$ cat src/rtl/rv32_mod_muldiv_seq.sv
// rv32_mod_muldiv_seq: iterative RV32M multiply/divide sequencer.
// Radix-2 shift/add multiply, restoring divide, one-cycle sign fixup.
module rv32_mod_muldiv_seq #(
  parameter int FAST_SPECIAL = 1,
  parameter int TAG_W        = 5
) (
  input  logic             clk,
  input  logic             rst,
  input  logic             req_valid,
  output logic             req_ready,
  input  logic [2:0]       req_op,
  input  logic [31:0]      req_rs1,
  input  logic [31:0]      req_rs2,
  input  logic [TAG_W-1:0] req_tag,
  input  logic             flush,
  output logic             resp_valid,
  input  logic             resp_ready,
  output logic [31:0]      resp_data,
  output logic [TAG_W-1:0] resp_tag,
  output logic             busy
);

  typedef enum logic [1:0] {
    S_IDLE, S_CALC, S_FIX, S_DONE
  } state_t;

  localparam logic [2:0] OP_MUL    = 3'b000;
  localparam logic [2:0] OP_MULH   = 3'b001;
  localparam logic [2:0] OP_MULHSU = 3'b010;
  localparam logic [2:0] OP_MULHU  = 3'b011;
  localparam logic [2:0] OP_DIV    = 3'b100;
  localparam logic [2:0] OP_DIVU   = 3'b101;
  localparam logic [2:0] OP_REM    = 3'b110;

  state_t           state_q, state_d;
  logic [2:0]       op_q, op_d;
  logic [TAG_W-1:0] tag_q, tag_d;
  logic [31:0]      a_q, a_d;
  logic [31:0]      b_q, b_d;
  logic [31:0]      res_q, res_d;
  logic             neg_a_q, neg_a_d;
  logic             neg_b_q, neg_b_d;
  logic             dz_q, dz_d;
  logic [4:0]       cnt_q, cnt_d;
  logic [63:0]      acc_q, acc_d;

  logic        sgn_a, sgn_b;
  logic        in_neg_a, in_neg_b;
  logic        in_dz, in_ovf, early;
  logic [31:0] in_a, in_b, spec_res;

  assign sgn_a = (req_op == OP_MULH)
              || (req_op == OP_MULHSU)
              || (req_op == OP_DIV)
              || (req_op == OP_REM);
  assign sgn_b = (req_op == OP_MULH)
              || (req_op == OP_DIV)
              || (req_op == OP_REM);

  assign in_neg_a = sgn_a & req_rs1[31];
  assign in_neg_b = sgn_b & req_rs2[31];
  assign in_a = in_neg_a ? -req_rs1 : req_rs1;
  assign in_b = in_neg_b ? -req_rs2 : req_rs2;

  assign in_dz  = (req_rs2 == 32'd0);
  assign in_ovf = ((req_op == OP_DIV) || (req_op == OP_REM))
               && (req_rs1 == 32'h8000_0000)
               && (req_rs2 == 32'hFFFF_FFFF);
  assign early  = (FAST_SPECIAL != 0) && req_op[2]
               && (in_dz || in_ovf);

  // req_op[1] distinguishes REM/REMU from DIV/DIVU
  assign spec_res = in_dz
    ? (req_op[1] ? req_rs1 : 32'hFFFF_FFFF)
    : (req_op[1] ? 32'd0 : 32'h8000_0000);

  logic [32:0] mul_sum, rem_sh;
  logic        div_ge;
  logic [31:0] div_rem;

  assign mul_sum = {1'b0, acc_q[63:32]}
                 + (acc_q[0] ? {1'b0, a_q} : 33'd0);
  assign rem_sh  = {acc_q[63:32], acc_q[31]};
  assign div_ge  = rem_sh >= {1'b0, b_q};
  assign div_rem = div_ge ? (rem_sh[31:0] - b_q)
                          : rem_sh[31:0];

  logic [63:0] prod;
  logic [31:0] quo, rem;

  assign prod = (neg_a_q ^ neg_b_q) ? -acc_q : acc_q;
  assign quo  = dz_q ? 32'hFFFF_FFFF
              : ((neg_a_q ^ neg_b_q) ? -acc_q[31:0]
                                     : acc_q[31:0]);
  assign rem  = neg_a_q ? -acc_q[63:32] : acc_q[63:32];

  always_comb begin
    state_d = state_q;
    op_d    = op_q;
    tag_d   = tag_q;
    a_d     = a_q;
    b_d     = b_q;
    res_d   = res_q;
    neg_a_d = neg_a_q;
    neg_b_d = neg_b_q;
    dz_d    = dz_q;
    cnt_d   = cnt_q;
    acc_d   = acc_q;
    if (flush) begin
      state_d = S_IDLE;
    end else begin
      unique case (state_q)
        S_IDLE: begin
          if (req_valid) begin
            op_d    = req_op;
            tag_d   = req_tag;
            a_d     = in_a;
            b_d     = in_b;
            neg_a_d = in_neg_a;
            neg_b_d = in_neg_b;
            dz_d    = in_dz;
            cnt_d   = 5'd31;
            acc_d   = req_op[2] ? {32'd0, in_a}
                                : {32'd0, in_b};
            if (early) begin
              res_d   = spec_res;
              state_d = S_DONE;
            end else begin
              state_d = S_CALC;
            end
          end
        end
        S_CALC: begin
          acc_d = op_q[2]
            ? {div_rem, acc_q[30:0], div_ge}
            : {mul_sum, acc_q[31:1]};
          if (cnt_q == 5'd0) begin
            state_d = S_FIX;
          end else begin
            cnt_d = cnt_q - 5'd1;
          end
        end
        S_FIX: begin
          unique case (op_q)
            OP_MUL:    res_d = prod[31:0];
            OP_MULH,
            OP_MULHSU,
            OP_MULHU:  res_d = prod[63:32];
            OP_DIV,
            OP_DIVU:   res_d = quo;
            default:   res_d = rem;
          endcase
          state_d = S_DONE;
        end
        S_DONE: begin
          if (resp_ready) state_d = S_IDLE;
        end
        default: state_d = S_IDLE;
      endcase
    end
  end

  always_ff @(posedge clk) begin
    if (rst) begin
      state_q <= S_IDLE;
      op_q    <= '0;
      tag_q   <= '0;
      a_q     <= '0;
      b_q     <= '0;
      res_q   <= '0;
      neg_a_q <= 1'b0;
      neg_b_q <= 1'b0;
      dz_q    <= 1'b0;
      cnt_q   <= '0;
      acc_q   <= '0;
    end else begin
      state_q <= state_d;
      op_q    <= op_d;
      tag_q   <= tag_d;
      a_q     <= a_d;
      b_q     <= b_d;
      res_q   <= res_d;
      neg_a_q <= neg_a_d;
      neg_b_q <= neg_b_d;
      dz_q    <= dz_d;
      cnt_q   <= cnt_d;
      acc_q   <= acc_d;
    end
  end

  assign req_ready  = (state_q == S_IDLE);
  assign resp_valid = (state_q == S_DONE);
  assign busy       = (state_q != S_IDLE);
  assign resp_data  = res_q;
  assign resp_tag   = tag_q;

endmodule
$ cat config.mk
export PLATFORM = sky130hd
export DESIGN_NAME = rv32_mod_muldiv_seq
export DESIGN_NICKNAME = d
export VERILOG_FILES = /design/src/rtl/rv32_mod_muldiv_seq.sv
export SDC_FILE = /design/constraint.sdc
export NUM_CORES = 1
export LEC_CHECK = 0
export BUFFER_PORTS_ARGS = -buffer_cell sky130_fd_sc_hd__clkbuf_2
export CAP_MARGIN = 30
export CORE_ASPECT_RATIO = 1.75
export CORE_MARGIN = 5
export CORE_UTILIZATION = 40
export DETAILED_ROUTE_END_ITERATION = 12
export GPL_ROUTABILITY_DRIVEN = 1
export PLACE_DENSITY = 0.55
export SYNTH_ARGS = -nofsm -noshare
export SYNTH_HDL_FRONTEND = slang
export SYNTH_SLANG_ARGS = --single-unit
export TNS_END_PERCENT = 30
$ cat constraint.sdc
create_clock -name clk -period 3.78 [get_ports clk]
set_input_delay 0.567 -clock clk [delete_from_list [all_inputs] [get_ports clk]]
set_output_delay 0.567 -clock clk [all_outputs]
set_load 0.1 [all_outputs]
=== After elaboration in Yosys (flattened, before gate mapping) ===
Index checks and enable logic that the tools add are counted.

* Bits in registers: 178
* Bits of input ports: 77
* Output and inout port bits: 40
* Logic and storage cells: 95

* Add/subtract/negate cells: 8
* Order comparisons: 1
* Equal/unequal tests: 19
* Multiplexer cells: 27
* Bitwise gates (word level): 4
* Reductions and logical operators: 25

{| class="wikitable"
|+ Operator list
! operator !! count
|-
| two-way mux 32 bit || 13
|-
| two-way mux 64 bit || 3
|-
| negator 32 bit || 4
|-
| case mux 64 bit (2 select lines) || 1
|-
| case mux 32 bit (3 select lines) || 1
|-
| equality test 32 bit, second input constant || 2
|-
| negator 64 bit || 1
|-
| case mux 32 bit (2 select lines) || 1
|-
| adder 32 x 32 -> 33 bit || 1
|-
| >= comparator 33 x 32 -> 1 bit || 1
|-
| logical NOT 32 bit || 1
|-
| subtractor 32 bit || 1
|-
| equality test 3 bit, second input constant || 4
|-
| two-way mux 5 bit || 2
|-
| case mux 5 bit (2 select lines) || 1
|-
| equality test 3 x 2 -> 1 bit, second input constant || 3
|-
| AND reduction 3 bit || 3
|-
| two-way mux 2 bit || 4
|-
| case mux 2 bit (4 select lines) || 1
|-
| AND reduction 4 bit || 2
|-
| logical OR 1 bit || 7
|-
| equality test 3 x 1 -> 1 bit, second input constant || 2
|-
| inequality test 2 bit, second input constant || 3
|-
| nonzero test 2 bit || 3
|-
| other kinds (13) || 19
|}

=== Longest topological paths before layout ===
* Word-level depth: 9
* Mapped depth: 14
* Depth with buffers taken out: 13

=== Least setup slack after synthesis ===
No wires, ideal clock.

* Kind: reg2reg
* Start point: register acc_q[0]
* End point: register acc_q[63]
* Data arrival time: 3.155 ns
* Setup slack: 0.538 ns
* Stages on the path, launching flop included: 14
* Buffers on the path: 2
* Period minus slack after synthesis: 3.242 ns
* Cells stage by stage: dfxtp_1 > clkbuf_1 > clkbuf_1 > nand2_1 > fa_1 > nand2b_1 > a21oi_1 > o21ai_0 > a2111oi_0 > nor3_1 > o21ai_0 > a21oi_1 > o311a_1 > o31ai_1

* Word-level cells in the longest chain between the ends: 4

{| class="wikitable"
|+ Ends and longest elaborated chain
! element !! RTL line !! text
|-
| from (decl) || 45 || <nowiki>logic [63:0] acc_q, acc_d;</nowiki>
|-
| from (signal assigned) || 175 || <nowiki>acc_q <= '0;</nowiki>
|-
| from (signal assigned) || 187 || <nowiki>acc_q <= acc_d;</nowiki>
|-
| two-way mux 32 bit || 82 || <nowiki>+ (acc_q[0] ? {1'b0, a_q} : 33'd0);</nowiki>
|-
| adder 32 x 32 -> 33 bit || 82 ||
|-
| two-way mux 64 bit || 135 || <nowiki>? {div_rem, acc_q[30:0], div_ge}</nowiki>
|-
| case mux 64 bit (2 select lines) || 112 || <nowiki>unique case (state_q)</nowiki>
|}

No other way between the ends.
A chain may end at the register's enable or synchronous reset.

=== Worst setup path after layout ===
* Start point: register b_q[22]
* End point: register acc_q[34]

* Word-level cells in the longest chain between the ends: 4

{| class="wikitable"
|+ Ends and longest elaborated chain
! element !! RTL line !! text
|-
| from (decl) || 39 || <nowiki>logic [31:0] b_q, b_d;</nowiki>
|-
| from (signal assigned) || 169 || <nowiki>b_q <= '0;</nowiki>
|-
| from (signal assigned) || 181 || <nowiki>b_q <= b_d;</nowiki>
|-
| >= comparator 33 x 32 -> 1 bit || 84 || <nowiki>assign div_ge = rem_sh >= {1'b0, b_q};</nowiki>
|-
| two-way mux 32 bit || 85 || <nowiki>assign div_rem = div_ge ? (rem_sh[31:0] - b_q)</nowiki>
|-
| two-way mux 64 bit || 135 ||
|-
| case mux 64 bit (2 select lines) || 112 ||
|}

No other way between the ends.

==> impl_results.rst <==
.. list-table::
   :header-rows: 1

   * - Metric
     - Value
   * - Run status
     - completed
   * - Largest net degree at the start of global routing
     - around 130
   * - Req. time, crit path
     - approximately 4.2 ns
   * - Number of endpoints with negative hold slack in the final report
     - 0
   * - Longest individual stage delay on the worst path
     - about 0.60 ns
   * - Initial antenna violation count
     - 1
   * - Final cell count without fillers
     - between 2k and 3k
   * - Routed length on met3
     - between 3000 and 4000 um
   * - Data arrival, critical path
     - just under 4 ns
   * - Async set-or-reset flop fraction in the synthesized netlist
     - 0
   * - Flip-flop and latch count after synthesis
     - between 150 and 200
   * - Net count after synthesis
     - approximately 2.4k
   * - Maximum count of clock buffers along a single path
     - 2
   * - Share of the synthesized area in the top cell type
     - 0.222
   * - Avg Cell Area, Syn
     - approximately 7.3 um^2
   * - Worst flop-to-flop path startpoint
     - b_q[22]
   * - Setup ws final
     - a little over 0.2 ns
   * - Std-Cell Rows
     - just under 100
   * - Number of hold buffers added after cts
     - 0
   * - All-layer global routing usage
     - 0.336
   * - Yosys Warn Count
     - 0
   * - Highest layer used for signal routing
     - met4
   * - Die area
     - about 44,000 um^2
   * - Worst supply voltage drop on vdd
     - 343 uV
   * - Min cycle time layout
     - ~3.6 ns
   * - Aggregate routed wire length
     - roughly 77,000 um
   * - Number of iterations in the first detailed-routing pass
     - 5
   * - CP Cell Sequence
     - inv_1, ha_1, nand4_1, nor3_1, nand2_1, o21ai_0, o21ai_0, nand3b_1, buf_4, nor2_1, a211oi_1, a221o_1
   * - First-pass GRT wire length
     - about 110,000 um
   * - Layout overhead on the synthesized area
     - 13.9%
   * - P_leak
     - approximately 7 nW
   * - Reg-to-reg endpoint
     - acc_q[34]
   * - Wire length on met2
     - around 40,000 um
   * - Inst Count DP
     - roughly 2.8k
   * - Family of cells with the greatest summed delay on the critical path
     - compound AO/OA/AOI/OAI gates
   * - Post-synth design cell area
     - between 15,000 and 20,000 um^2
   * - Most Frequent Cell on Critical Path
     - sky130_fd_sc_hd__o21ai_0
   * - Starting density of the core
     - 0.403
   * - Buf+Inv Stages, Crit Path
     - 2
   * - Total of max-cap violations
     - 0
   * - Number of port buffers
     - about 120
   * - Post-route DRC
     - 0
   * - Met1 wire length
     - between 20,000 and 30,000 um
   * - Number of synthesized flops with an enable pin
     - 0
   * - Number of buffers inserted to repair setup after CTS
     - 0
   * - # nets final
     - between 2k and 2.5k
   * - Height of the die
     - between 200 and 300 um
   * - Period utilisation layout
     - 0.946
   * - Setup crit start
     - b_q[22]
   * - Clock skew
     - between 0.015 and 0.02 ns
   * - Final count of negative-setup-slack endpoints
     - 0
   * - Top_reg_cell synth
     - sky130_fd_sc_hd__dfxtp_1
   * - Worst-path maximum fanout
     - 8
   * - Number of unique standard cell types used by synthesis
     - 85
   * - Unrepaired setup endpoints after global routing
     - false
   * - Clk root buf
     - sky130_fd_sc_hd__clkbuf_16
   * - Source-to-sink clock delay at the later pin of the worst-skew pair
     - between 0.4 and 0.5 ns
   * - Vias in the first global route
     - about 17k
   * - Clock transition at the registers of the reported paths
     - about 0.080 ns
   * - Final ANT Viol Nets
     - 0
   * - TritonCTS clock tree
     - yes
   * - End of the critical path
     - acc_q[34]
   * - Average routed wire per standard cell
     - between 20 and 30 um
   * - Average vias per placed instance
     - 6.26
   * - Min Hold Slack
     - 0.303 ns
   * - Depth of the worst register-to-register path
     - 12
   * - Type of the worst setup path
     - reg2reg
   * - Headroom to the max-slew limit
     - 0.314
   * - Global route total overflow
     - 0
   * - Commonest cells after routing, fill and taps aside
     - sky130_fd_sc_hd__nor2_1 (263), sky130_fd_sc_hd__nand2_1 (186), sky130_fd_sc_hd__dfxtp_1 (177)
   * - Final total negative setup slack
     - 0 ns
   * - Total number of H-tree levels
     - 4
   * - Initial DRC Count
     - 1,459
   * - Number of sinks on the clock net
     - between 150 and 200
   * - Count of instances resized after the clock tree is built
     - 0
   * - Top cells by area, synth
     - sky130_fd_sc_hd__dfxtp_1 (22%), sky130_fd_sc_hd__nor2_1 (6.2%), sky130_fd_sc_hd__xnor2_1 (6.0%), sky130_fd_sc_hd__ha_1 (5.9%), sky130_fd_sc_hd__a21oi_1 (5.0%)
   * - Cell at the slowest stage of the critical path
     - sky130_fd_sc_hd__o21ai_0
   * - Final Max Slew Viols
     - 0
   * - Commonest non-fill, non-tap cell in the layout
     - sky130_fd_sc_hd__nor2_1
   * - Yosys top cell by area
     - sky130_fd_sc_hd__dfxtp_1
   * - Number of top-level pins
     - around 120
   * - Crit start category
     - register
   * - Floorplan core area
     - around 40,000 um^2
   * - Number of buffers created by CTS
     - 17
   * - Share of the yosys chip area belonging to registers
     - 0.222
   * - P per Cell Area
     - 323 nW/um^2
   * - Path category of the worst min-delay check
     - in2reg
   * - Detailed-placement wirelength estimate
     - about 60,000 um
   * - Critical Path Stages
     - 12
   * - Post-synthesis instance total
     - ~2.2k
   * - Routability-driven placement congestion ratio
     - roughly 1
   * - Critical Path Sink Type
     - register
   * - Total vias in the final route
     - around 18k
   * - Die Wd
     - between 150 and 200 um
   * - Share of cells above drive strength 1
     - 0.148
   * - Actual transition at the worst max-transition pin
     - approximately 1.0 ns
   * - Setup slack of the most critical reg-to-reg path
     - a little over 0.2 ns
   * - Maximum clock frequency
     - roughly 0.28 GHz
   * - Worst slack after detailed placement
     - roughly 0.029 ns
==> sequential cells by signal (all words and copies together), names as in the netlist <==
signal,flops
neg_a_q,1
resp_data,32
cnt_q,5
state_q,2
resp_tag,5
b_q,32
a_q,32
acc_q,64
neg_b_q,1
op_q,3
dz_q,1
==> cells in the mapped netlist (all sizes together), types with 30 or more instances <==
| cell type | number |
|---|---|
| nor2 | 266 |
| nand2 | 187 |
| dfxtp | 178 |
| o21ai | 165 |
| a21oi | 161 |
| clkbuf | 131 |
| xnor2 | 109 |
| a211oi | 103 |
| nor3 | 78 |
| xor2 | 78 |
| ha | 75 |
| inv | 73 |
| mux2i | 51 |
| and2 | 47 |
| nand4 | 35 |
| buf | 31 |
| nand3 | 30 |
| o31ai | 30 |
==> through the flow <==
stage	instance area [um^2]	util	total power [mW]
3_5_place_dp	17600	0.443	3.98
4_1_cts	18300	0.459	5.87
5_1_grt	18300	0.459	6.12
3_3_place_gp	17600	0.443	3.97
2_1_floorplan	16000	-	3.26
6_report	18300	0.459	5.90
==> worst min-delay path: stages <==
cell                       delay (ns)
sky130_fd_sc_hd__clkbuf_2        0.08
sky130_fd_sc_hd__nand2_1         0.04
sky130_fd_sc_hd__a21oi_1         0.05
==> per-layer routing <==
layer,up-vias,GRT usage
met3,242,0.0484
met4,0,0.213
li1,8252,-
met5,-,0
met1,8412,0.355
met2,735,0.619
==> final cells by class <==
cell class,instances,area (um^2)
flip-flops and latches,178,3560
inverters,77,289
well taps,495,619
repair buffers,245,1590
clock buffers,18,439
fillers,4140,21500
diodes,2,5.00
clock inverters,14,178
multi-input cells,1788,11600
==> worst min-delay path by stage <==
| stage | from | end | slack [ns] | cells after the start |
|---|---|---|---|---|
| after floorplan | a_q[0] | a_q[0] | 0.43 | 2 |
| after global placement | resp_tag[4] | resp_tag[4] | 0.45 | 2 |
| after detailed placement | a_q[0] | a_q[0] | 0.45 | 2 |
| after CTS | req_tag[3] | resp_tag[3] | 0.29 | 3 |
| after global routing | req_tag[0] | resp_tag[0] | 0.32 | 3 |
| final | req_tag[3] | resp_tag[3] | 0.30 | 3 |
==> cell families after synthesis <==
group / synth area share
and+or+nand+nor: 0.233
AOI/OAI and AO/OA: 0.278
buffers and inverters: 0.0587
xor gates and xnor gates: 0.102
DFF: 0.222
adders and majority gates: 0.0610
muxes: 0.0452
==> power by group <==
part	total (mW)	internal, mW	switching [mW]
registers	2.11	1.98	0.125
logic	1.87	0.637	1.24
clock network	1.92	0.922	0.993
total	5.90	3.54	2.36
(Power assumes the default switching activity.)
